===== config.mk =====
export PLATFORM = sky130hd
export DESIGN_NAME = mem_access_stage_flat
export DESIGN_NICKNAME = d
export VERILOG_FILES = /design/src/rtl/mem_stage_pkg.sv /design/src/rtl/mem_access_stage_if.sv /design/src/rtl/dmem_access_fsm.sv /design/src/rtl/mem_access_stage.sv /design/src/flat_wrapper.sv
export SDC_FILE = /design/constraint.sdc
export NUM_CORES = 1
export LEC_CHECK = 0
export CAP_MARGIN = 30
export CORE_AREA = 2 2 148 150
export CTS_BUF_LIST = sky130_fd_sc_hd__clkbuf_16
export DETAILED_ROUTE_END_ITERATION = 16
export DIE_AREA = 0 0 150 152
export SLEW_MARGIN = 10
export SYNTH_ARGS = -nofsm -noshare
export SYNTH_HDL_FRONTEND = slang
export SYNTH_SLANG_ARGS = --single-unit

===== constraint.sdc =====
create_clock -name clk -period 1.73 [get_ports clk]
set_clock_uncertainty 0.1 [all_clocks]
set_input_delay 0.173 -clock clk [delete_from_list [all_inputs] [get_ports clk]]
set_output_delay 0.173 -clock clk [all_outputs]
set_load 0.02 [all_outputs]

===== src/rtl/mem_stage_pkg.sv =====
// Shared encodings and types for the MEM pipeline stage: PC-select codes,
// access FSM states and the default dmem acknowledge timeout.
package mem_stage_pkg;

  localparam logic [1:0] PC_SEQ    = 2'b00;
  localparam logic [1:0] PC_BRANCH = 2'b01;
  localparam logic [1:0] PC_JUMP   = 2'b10;

  localparam int TIMEOUT_DEFAULT = 16;

  typedef enum logic {
    IDLE = 1'b0,
    WAIT = 1'b1
  } fsm_state_t;

endpackage


===== src/rtl/mem_access_stage_if.sv =====
// Data-memory request/acknowledge bus between the MEM stage (master) and the
// data memory (slave).
interface mem_access_stage_if #(
  parameter int DATA_W = 32
);

  logic              dmem_req;
  logic              dmem_we;
  logic [DATA_W-1:0] dmem_addr;
  logic [DATA_W-1:0] dmem_wdata;
  logic              dmem_ack;
  logic [DATA_W-1:0] dmem_rdata;

  modport master (
    output dmem_req, dmem_we, dmem_addr, dmem_wdata,
    input  dmem_ack, dmem_rdata
  );

  modport slave (
    input  dmem_req, dmem_we, dmem_addr, dmem_wdata,
    output dmem_ack, dmem_rdata
  );

endinterface


===== src/rtl/dmem_access_fsm.sv =====
// Data-memory access sequencer: issues requests, counts wait cycles, stalls the
// pipeline and aborts on timeout. Optional feature macro: MEM_ALIGN_CHECK_EN.
module dmem_access_fsm
  import mem_stage_pkg::*;
#(
  parameter int DATA_W  = 32,
  parameter int TIMEOUT = TIMEOUT_DEFAULT
) (
  input  logic              clk,
  input  logic              rst_n,
  input  logic              mem_read,
  input  logic              mem_write,
  input  logic [DATA_W-1:0] addr,
  input  logic [DATA_W-1:0] wdata,
  input  logic              ack,
  output logic              req,
  output logic              we,
  output logic [DATA_W-1:0] req_addr,
  output logic [DATA_W-1:0] req_wdata,
  output logic              stall,
  output logic              err
);

  localparam int CNT_W = $clog2(TIMEOUT);

  fsm_state_t        state_r;
  fsm_state_t        state_next_s;
  logic [CNT_W-1:0]  cnt_r;
  logic [CNT_W-1:0]  cnt_next_s;
  logic              access_s;
  logic              misalign_s;
  logic              issue_s;
  logic              abort_s;
  logic [DATA_W-1:0] addr_s;

  // Gating with rst_n drops the request the moment reset asserts, even mid-WAIT.
  assign access_s = (mem_read | mem_write) & rst_n;

`ifdef MEM_ALIGN_CHECK_EN
  assign misalign_s = access_s & (addr[1:0] != 2'b00);
  assign addr_s     = addr;
`else
  assign misalign_s = 1'b0;
  assign addr_s     = addr & {{(DATA_W-2){1'b1}}, 2'b00};
`endif

  assign issue_s = access_s & ~misalign_s;
  assign abort_s = (state_r == WAIT) & issue_s & ~ack
                 & (cnt_r == CNT_W'(TIMEOUT - 1));

  // State and wait-counter register
  always_ff @(posedge clk or negedge rst_n) begin
    if (!rst_n) begin
      state_r <= IDLE;
      cnt_r   <= '0;
    end else begin
      state_r <= state_next_s;
      cnt_r   <= cnt_next_s;
    end
  end

  // Next-state and counter update
  always_comb begin
    state_next_s = state_r;
    cnt_next_s   = cnt_r;
    case (state_r)
      IDLE: begin
        if (issue_s && !ack) begin
          state_next_s = WAIT;
          cnt_next_s   = CNT_W'(1'b1);
        end else begin
          state_next_s = IDLE;
          cnt_next_s   = '0;
        end
      end
      WAIT: begin
        if (!issue_s || ack || abort_s) begin
          state_next_s = IDLE;
          cnt_next_s   = '0;
        end else begin
          state_next_s = WAIT;
          cnt_next_s   = cnt_r + CNT_W'(1'b1);
        end
      end
      default: begin
        state_next_s = IDLE;
        cnt_next_s   = '0;
      end
    endcase
  end

  // Request, stall and error outputs; request fields follow the frozen EX/MEM register
  always_comb begin
    req       = 1'b0;
    we        = 1'b0;
    req_addr  = '0;
    req_wdata = '0;
    stall     = 1'b0;
    err       = 1'b0;
    if (issue_s && !abort_s) begin
      req       = 1'b1;
      we        = mem_write;
      req_addr  = addr_s;
      req_wdata = wdata;
      stall     = ~ack;
    end else begin
      err = abort_s | misalign_s;
    end
  end

endmodule


===== src/rtl/mem_access_stage.sv =====
// Pipeline MEM stage: data-memory access with stall/abort, branch/jump redirect
// and the MEM/WB register. Optional feature macro: MEM_ALIGN_CHECK_EN.
module mem_access_stage
  import mem_stage_pkg::*;
#(
  parameter int DATA_W  = 32,
  parameter int REG_W   = 5,
  parameter int TIMEOUT = TIMEOUT_DEFAULT
) (
  input  logic              clk,
  input  logic              rst_n,
  input  logic              ex_mem_ctrl_reg_write,
  input  logic              ex_mem_ctrl_mem_to_reg,
  input  logic              ex_mem_ctrl_mem_read,
  input  logic              ex_mem_ctrl_mem_write,
  input  logic              ex_mem_ctrl_branch,
  input  logic              ex_mem_ctrl_jump,
  input  logic [DATA_W-1:0] ex_mem_alu_out,
  input  logic [DATA_W-1:0] ex_mem_reg_b_data,
  input  logic [REG_W-1:0]  ex_mem_write_reg_dst,
  input  logic              ex_mem_alu_zero,
  input  logic [DATA_W-1:0] ex_mem_pc_branch,
  input  logic [DATA_W-1:0] ex_mem_pc_jump,
  mem_access_stage_if.master mem,
  output logic [1:0]        pc_src,
  output logic [DATA_W-1:0] pc_target,
  output logic              flush_ex,
  output logic              stall_mem,
  output logic              mem_err,
  output logic              mem_wb_ctrl_reg_write,
  output logic              mem_wb_ctrl_mem_to_reg,
  output logic [DATA_W-1:0] mem_wb_alu_out,
  output logic [DATA_W-1:0] mem_wb_mem_data,
  output logic [DATA_W-1:0] mem_wb_data,
  output logic [REG_W-1:0]  mem_wb_rd
);

  logic              bubble_s;
  logic [DATA_W-1:0] load_data_s;
  logic [DATA_W-1:0] wb_data_s;

  dmem_access_fsm #(
    .DATA_W  (DATA_W),
    .TIMEOUT (TIMEOUT)
  ) u_fsm (
    .clk       (clk),
    .rst_n     (rst_n),
    .mem_read  (ex_mem_ctrl_mem_read),
    .mem_write (ex_mem_ctrl_mem_write),
    .addr      (ex_mem_alu_out),
    .wdata     (ex_mem_reg_b_data),
    .ack       (mem.dmem_ack),
    .req       (mem.dmem_req),
    .we        (mem.dmem_we),
    .req_addr  (mem.dmem_addr),
    .req_wdata (mem.dmem_wdata),
    .stall     (stall_mem),
    .err       (mem_err)
  );

  // Redirect selection: jump outranks a taken branch
  always_comb begin
    pc_src    = PC_SEQ;
    pc_target = '0;
    if (ex_mem_ctrl_jump) begin
      pc_src    = PC_JUMP;
      pc_target = ex_mem_pc_jump;
    end else if (ex_mem_ctrl_branch && ex_mem_alu_zero) begin
      pc_src    = PC_BRANCH;
      pc_target = ex_mem_pc_branch;
    end else begin
      pc_src    = PC_SEQ;
      pc_target = '0;
    end
  end

  assign flush_ex = (pc_src != PC_SEQ);

  // An aborted or rejected access drives mem_err and must not reach writeback.
  assign bubble_s    = stall_mem | mem_err;
  assign load_data_s = (ex_mem_ctrl_mem_read && mem.dmem_ack) ? mem.dmem_rdata : '0;
  assign wb_data_s   = ex_mem_ctrl_mem_to_reg ? mem.dmem_rdata : ex_mem_alu_out;

  // MEM/WB pipeline register
  always_ff @(posedge clk or negedge rst_n) begin
    if (!rst_n) begin
      mem_wb_ctrl_reg_write  <= 1'b0;
      mem_wb_ctrl_mem_to_reg <= 1'b0;
      mem_wb_alu_out         <= '0;
      mem_wb_mem_data        <= '0;
      mem_wb_data            <= '0;
      mem_wb_rd              <= '0;
    end else if (bubble_s) begin
      mem_wb_ctrl_reg_write  <= 1'b0;
      mem_wb_ctrl_mem_to_reg <= 1'b0;
      mem_wb_alu_out         <= '0;
      mem_wb_mem_data        <= '0;
      mem_wb_data            <= '0;
      mem_wb_rd              <= '0;
    end else begin
      mem_wb_ctrl_reg_write  <= ex_mem_ctrl_reg_write;
      mem_wb_ctrl_mem_to_reg <= ex_mem_ctrl_mem_to_reg;
      mem_wb_alu_out         <= ex_mem_alu_out;
      mem_wb_mem_data        <= load_data_s;
      mem_wb_data            <= wb_data_s;
      mem_wb_rd              <= ex_mem_write_reg_dst;
    end
  end

endmodule


===== src/flat_wrapper.sv =====
// flat-port wrapper written by rule: the top's interface ports become plain ports
module mem_access_stage_flat import mem_stage_pkg::*;
#(
  parameter int DATA_W  = 32,
  parameter int REG_W   = 5,
  parameter int TIMEOUT = TIMEOUT_DEFAULT
)
  (clk, rst_n, ex_mem_ctrl_reg_write, ex_mem_ctrl_mem_to_reg, ex_mem_ctrl_mem_read, ex_mem_ctrl_mem_write, ex_mem_ctrl_branch, ex_mem_ctrl_jump, ex_mem_alu_out, ex_mem_reg_b_data, ex_mem_write_reg_dst, ex_mem_alu_zero, ex_mem_pc_branch, ex_mem_pc_jump, pc_src, pc_target, flush_ex, stall_mem, mem_err, mem_wb_ctrl_reg_write, mem_wb_ctrl_mem_to_reg, mem_wb_alu_out, mem_wb_mem_data, mem_wb_data, mem_wb_rd, mem_dmem_req, mem_dmem_we, mem_dmem_addr, mem_dmem_wdata, mem_dmem_ack, mem_dmem_rdata);
  mem_access_stage_if #(.DATA_W(DATA_W)) mem_i ();
  input  logic clk;
  input  logic rst_n;
  input  logic ex_mem_ctrl_reg_write;
  input  logic ex_mem_ctrl_mem_to_reg;
  input  logic ex_mem_ctrl_mem_read;
  input  logic ex_mem_ctrl_mem_write;
  input  logic ex_mem_ctrl_branch;
  input  logic ex_mem_ctrl_jump;
  input  logic [DATA_W-1:0] ex_mem_alu_out;
  input  logic [DATA_W-1:0] ex_mem_reg_b_data;
  input  logic [REG_W-1:0] ex_mem_write_reg_dst;
  input  logic ex_mem_alu_zero;
  input  logic [DATA_W-1:0] ex_mem_pc_branch;
  input  logic [DATA_W-1:0] ex_mem_pc_jump;
  output logic [1:0] pc_src;
  output logic [DATA_W-1:0] pc_target;
  output logic flush_ex;
  output logic stall_mem;
  output logic mem_err;
  output logic mem_wb_ctrl_reg_write;
  output logic mem_wb_ctrl_mem_to_reg;
  output logic [DATA_W-1:0] mem_wb_alu_out;
  output logic [DATA_W-1:0] mem_wb_mem_data;
  output logic [DATA_W-1:0] mem_wb_data;
  output logic [REG_W-1:0] mem_wb_rd;
  output wire logic [$bits(mem_i.dmem_req)-1:0] mem_dmem_req;
  output wire logic [$bits(mem_i.dmem_we)-1:0] mem_dmem_we;
  output wire logic [$bits(mem_i.dmem_addr)-1:0] mem_dmem_addr;
  output wire logic [$bits(mem_i.dmem_wdata)-1:0] mem_dmem_wdata;
  input wire logic [$bits(mem_i.dmem_ack)-1:0] mem_dmem_ack;
  input wire logic [$bits(mem_i.dmem_rdata)-1:0] mem_dmem_rdata;
  assign mem_dmem_req = mem_i.dmem_req;
  assign mem_dmem_we = mem_i.dmem_we;
  assign mem_dmem_addr = mem_i.dmem_addr;
  assign mem_dmem_wdata = mem_i.dmem_wdata;
  assign mem_i.dmem_ack = mem_dmem_ack;
  assign mem_i.dmem_rdata = mem_dmem_rdata;
  mem_access_stage #(.DATA_W(DATA_W), .REG_W(REG_W), .TIMEOUT(TIMEOUT)) u_core (.clk(clk), .rst_n(rst_n), .ex_mem_ctrl_reg_write(ex_mem_ctrl_reg_write), .ex_mem_ctrl_mem_to_reg(ex_mem_ctrl_mem_to_reg), .ex_mem_ctrl_mem_read(ex_mem_ctrl_mem_read), .ex_mem_ctrl_mem_write(ex_mem_ctrl_mem_write), .ex_mem_ctrl_branch(ex_mem_ctrl_branch), .ex_mem_ctrl_jump(ex_mem_ctrl_jump), .ex_mem_alu_out(ex_mem_alu_out), .ex_mem_reg_b_data(ex_mem_reg_b_data), .ex_mem_write_reg_dst(ex_mem_write_reg_dst), .ex_mem_alu_zero(ex_mem_alu_zero), .ex_mem_pc_branch(ex_mem_pc_branch), .ex_mem_pc_jump(ex_mem_pc_jump), .mem(mem_i), .pc_src(pc_src), .pc_target(pc_target), .flush_ex(flush_ex), .stall_mem(stall_mem), .mem_err(mem_err), .mem_wb_ctrl_reg_write(mem_wb_ctrl_reg_write), .mem_wb_ctrl_mem_to_reg(mem_wb_ctrl_mem_to_reg), .mem_wb_alu_out(mem_wb_alu_out), .mem_wb_mem_data(mem_wb_mem_data), .mem_wb_data(mem_wb_data), .mem_wb_rd(mem_wb_rd));
endmodule

==> out/results.ini <==
[drt]
viasPerCell=4.15
drc=0
wl_per_cell_um=18.0
routed_wl_mm=19.8
num_vias=4573
drt_pass1_iterations=4
ant_nets=0
drt_iter0_markers=129

[clock_network]
htree_levels=3
clockBufferDepth=2
clockRootBuffer=clkbuf_16
cts_tree=done
clk_pin_slew_ns=0.07
insertion_delay_ns=0.34
clock_sinks=108
cts_buffers=9

[floorplan]
die_h_um=152
core_um2=21400
rows=54
boundaryPins=381
start_util=0.217
die_area_um2=22800
die_width_um=150

[logic_synthesis]
synth_cell_type_count=28
yosysSeqAreaShare=0.583
yosysWarnings=0
synth_seq_cells=108
synth_area_um2=4640
syn_avg_cell_area_um2=11.7
syn_inst=396

[cells_and_area]
drive_gt1_frac=0.304
reg_top3=u_core.mem_wb_alu_out x32, u_core.mem_wb_data x32, u_core.mem_wb_mem_data x32
synthToLayoutAreaGrowth_pct=108
stdcell_area_um2=9620
utilization=0.451
antennaDiodeCount=0
n_fill_cell=2076
finalNetCount=994

[critical_path]
cpMaxStageDelayCell=dfrtp_1
cp_num_cells=8
critPathMaxStageDelay_ns=0.37
crit_chain=ha_2, and4_4, a21oi_4, buf_12, buf_16, buf_4, and2_4, buf_6
rr_worst_depth=6
critical-path-top-delay-family=buffers and inverters
path_class=register to output port
ff2ff_setup_slack_ns=0.30
cp.required_ns=1.46
end_kind=output port
arrival_ns=1.86
cp_max_fo=4
crit_path_start_kind=register
worstPathBufferInverterCount=4

[sta]
fin_crit_ns=2.13
drv_slew=0
period_share=1.23
fmax_mhz=469
fin_ws_ns=-0.401
max-slew-margin-rel=0.457
rsz0062_at_grt=true
tightest_slew_ns=0.811
finalSetupViolCount=66
timing_hold_violations_final=0

[pwr]
ir_drop_v=0.000429
power-per-cell-area_nw_per_um2=714
leakage_nw=4.52

[global_route]
grt_util_all_layers=0.167
grt_pass1_vias=4721
antenna_found_initial=0
grt_pass1_wl_mm=28.6
grt_max_degree=48
grt_overflow=0

[placed_design]
gp_congestion=0.801
io_buffers=378
place_area_um2=9040
dp_hpwl_mm=15.2

[min_path]
hold_depth=4
min_path_type=primary input to register

[run]
max_cap_violations=0

[status]
outcome=complete, but fails checks
violations=setup timing

[routing by layer]
metal	GRT usage	routed length [µm]	share of wire	up-vias
met1	0.184	7410	0.37	2165
met5	0	0	0	-
met3	0.0396	1400	0.071	21
met2	0.313	10600	0.53	224
met4	0.0476	428	0.022	0
li1	-	-	-	2163
[layout make-up]
class                           instances  area, µm²  area share
Timing Repair Buffer                  444       4400       0.457
Sequential cell                       108       2700       0.281
Tap cell                              280        350      0.0364
Clock buffer                            9        225      0.0234
Multi-Input combinational cell        254       1880       0.195
Inverter                                1       3.75    0.000390
Clock inverter                          7       67.6     0.00702
[cells in the final DEF, fill, tap and decap left out, drive strengths merged, types with 2 or more instances in the layout]
cell type and n:
a21oi 2, a22o 32, a31oi 2, and2 63, and3 34, and4 2, buf 163, clkbuf 9
clkdlybuf4s50 274, clkinv 3, conb 2, dfrtp 108, dlygate4sd2 3, dlygate4sd3 3, inv 3, mux2i 32
nand2 2, nand2b 2, nor2 34, nor2b 39, nor3 2
[per-stage QoR]
step / cells / hold WS [ns] / setup TNS [ns] / power (mW) / setup slack, ns
6_report: 1103 / 0.151 / -22.61 / 6.87 / -0.401
5_1_grt: 1103 / 0.162 / -27.46 / 7.21 / -0.471
4_1_cts: 1094 / 0.135 / -25.55 / 6.97 / -0.501
3_5_place_dp: 1069 / 0.0864 / -44.55 / 4.78 / -0.528
3_3_place_gp: 1069 / 0.0852 / -45.21 / 4.77 / -0.526
2_1_floorplan: 397 / -0.223 / -0.208 / 3.53 / -0.0231
[cell usage after synthesis, drive strengths merged]
cell,count,share of area
dfrtp,108,0.58
and2,63,0.085
nor2b,39,0.053
and3,34,0.046
nor2,34,0.029
a22o,32,0.060
mux2i,32,0.069
buf,21,0.032
clkbuf,13,0.011
a21oi,2,0.0046
a31oi,2,0.0027
and4,2,0.0043
nand2,2,0.0016
nand2b,2,0.0027
nor3,2,0.0022
a21boi,1,0.0016
a21o,1,0.0016
conb,1,0.00081
ha,1,0.0027
inv,1,0.00081
nand3,1,0.0011
o21ai,1,0.0035
xor2,1,0.0019
[report_power, final]
group	total [mW]	leakage, nW	internal, mW	switching [mW]
logic	2.08	3.01	1.13	0.948
clock network	2.07	0.145	1.12	0.953
registers	2.72	1.36	2.68	0.0411
[worst paths after layout]
path                                                            end                       startpoint
worst max-delay path                             mem_dmem_wdata[31]  u_core.u_fsm.cnt_r[1]$_DFF_PN0_
worst min-delay path                 u_core.u_fsm.state_r$_DFF_PN0_                            rst_n
worst max register to register      u_core.u_fsm.cnt_r[3]$_DFF_PN0_  u_core.u_fsm.cnt_r[1]$_DFF_PN0_
worst min register to register      u_core.u_fsm.cnt_r[0]$_DFF_PN0_   u_core.u_fsm.state_r$_DFF_PN0_
max in group asynchronous           u_core.u_fsm.cnt_r[2]$_DFF_PN0_                            rst_n
min in group asynchronous       u_core.mem_wb_mem_data[2]$_DFF_PN0_                            rst_n
[kinds of logic after synthesis]
group	Yosys count	synth area share
AOI/OAI and AO/OA	39	0.0745
xor gates and xnor gates	1	0.00189
adders and majority gates	1	0.00270
buffers and inverters	35	0.0437
DFF	108	0.583
muxes	32	0.0691
other	1	0.000809
and+or+nand+nor	179	0.224
[timing repair]
action | in CTS | in global routing
endpoints found under the setup margin | 101 | 87
gates cloned | 3 | 2
hold endpoints to repair | 17 | 0
hold buffers | 3 | 0
resized for setup | 467 | 53
pin swaps | 17 | 5
buffers inserted | 3 | 9
[worst reg2reg max path, cell delays in order, from the launching register on]
cell	delay, ns
dfrtp_1	0.40
ha_2	0.18
buf_4	0.12
buf_4	0.13
a21o_1	0.14
a31oi_1	0.14
and3_1	0.16
No activity file was read; power rests on OpenSTA's default activity.
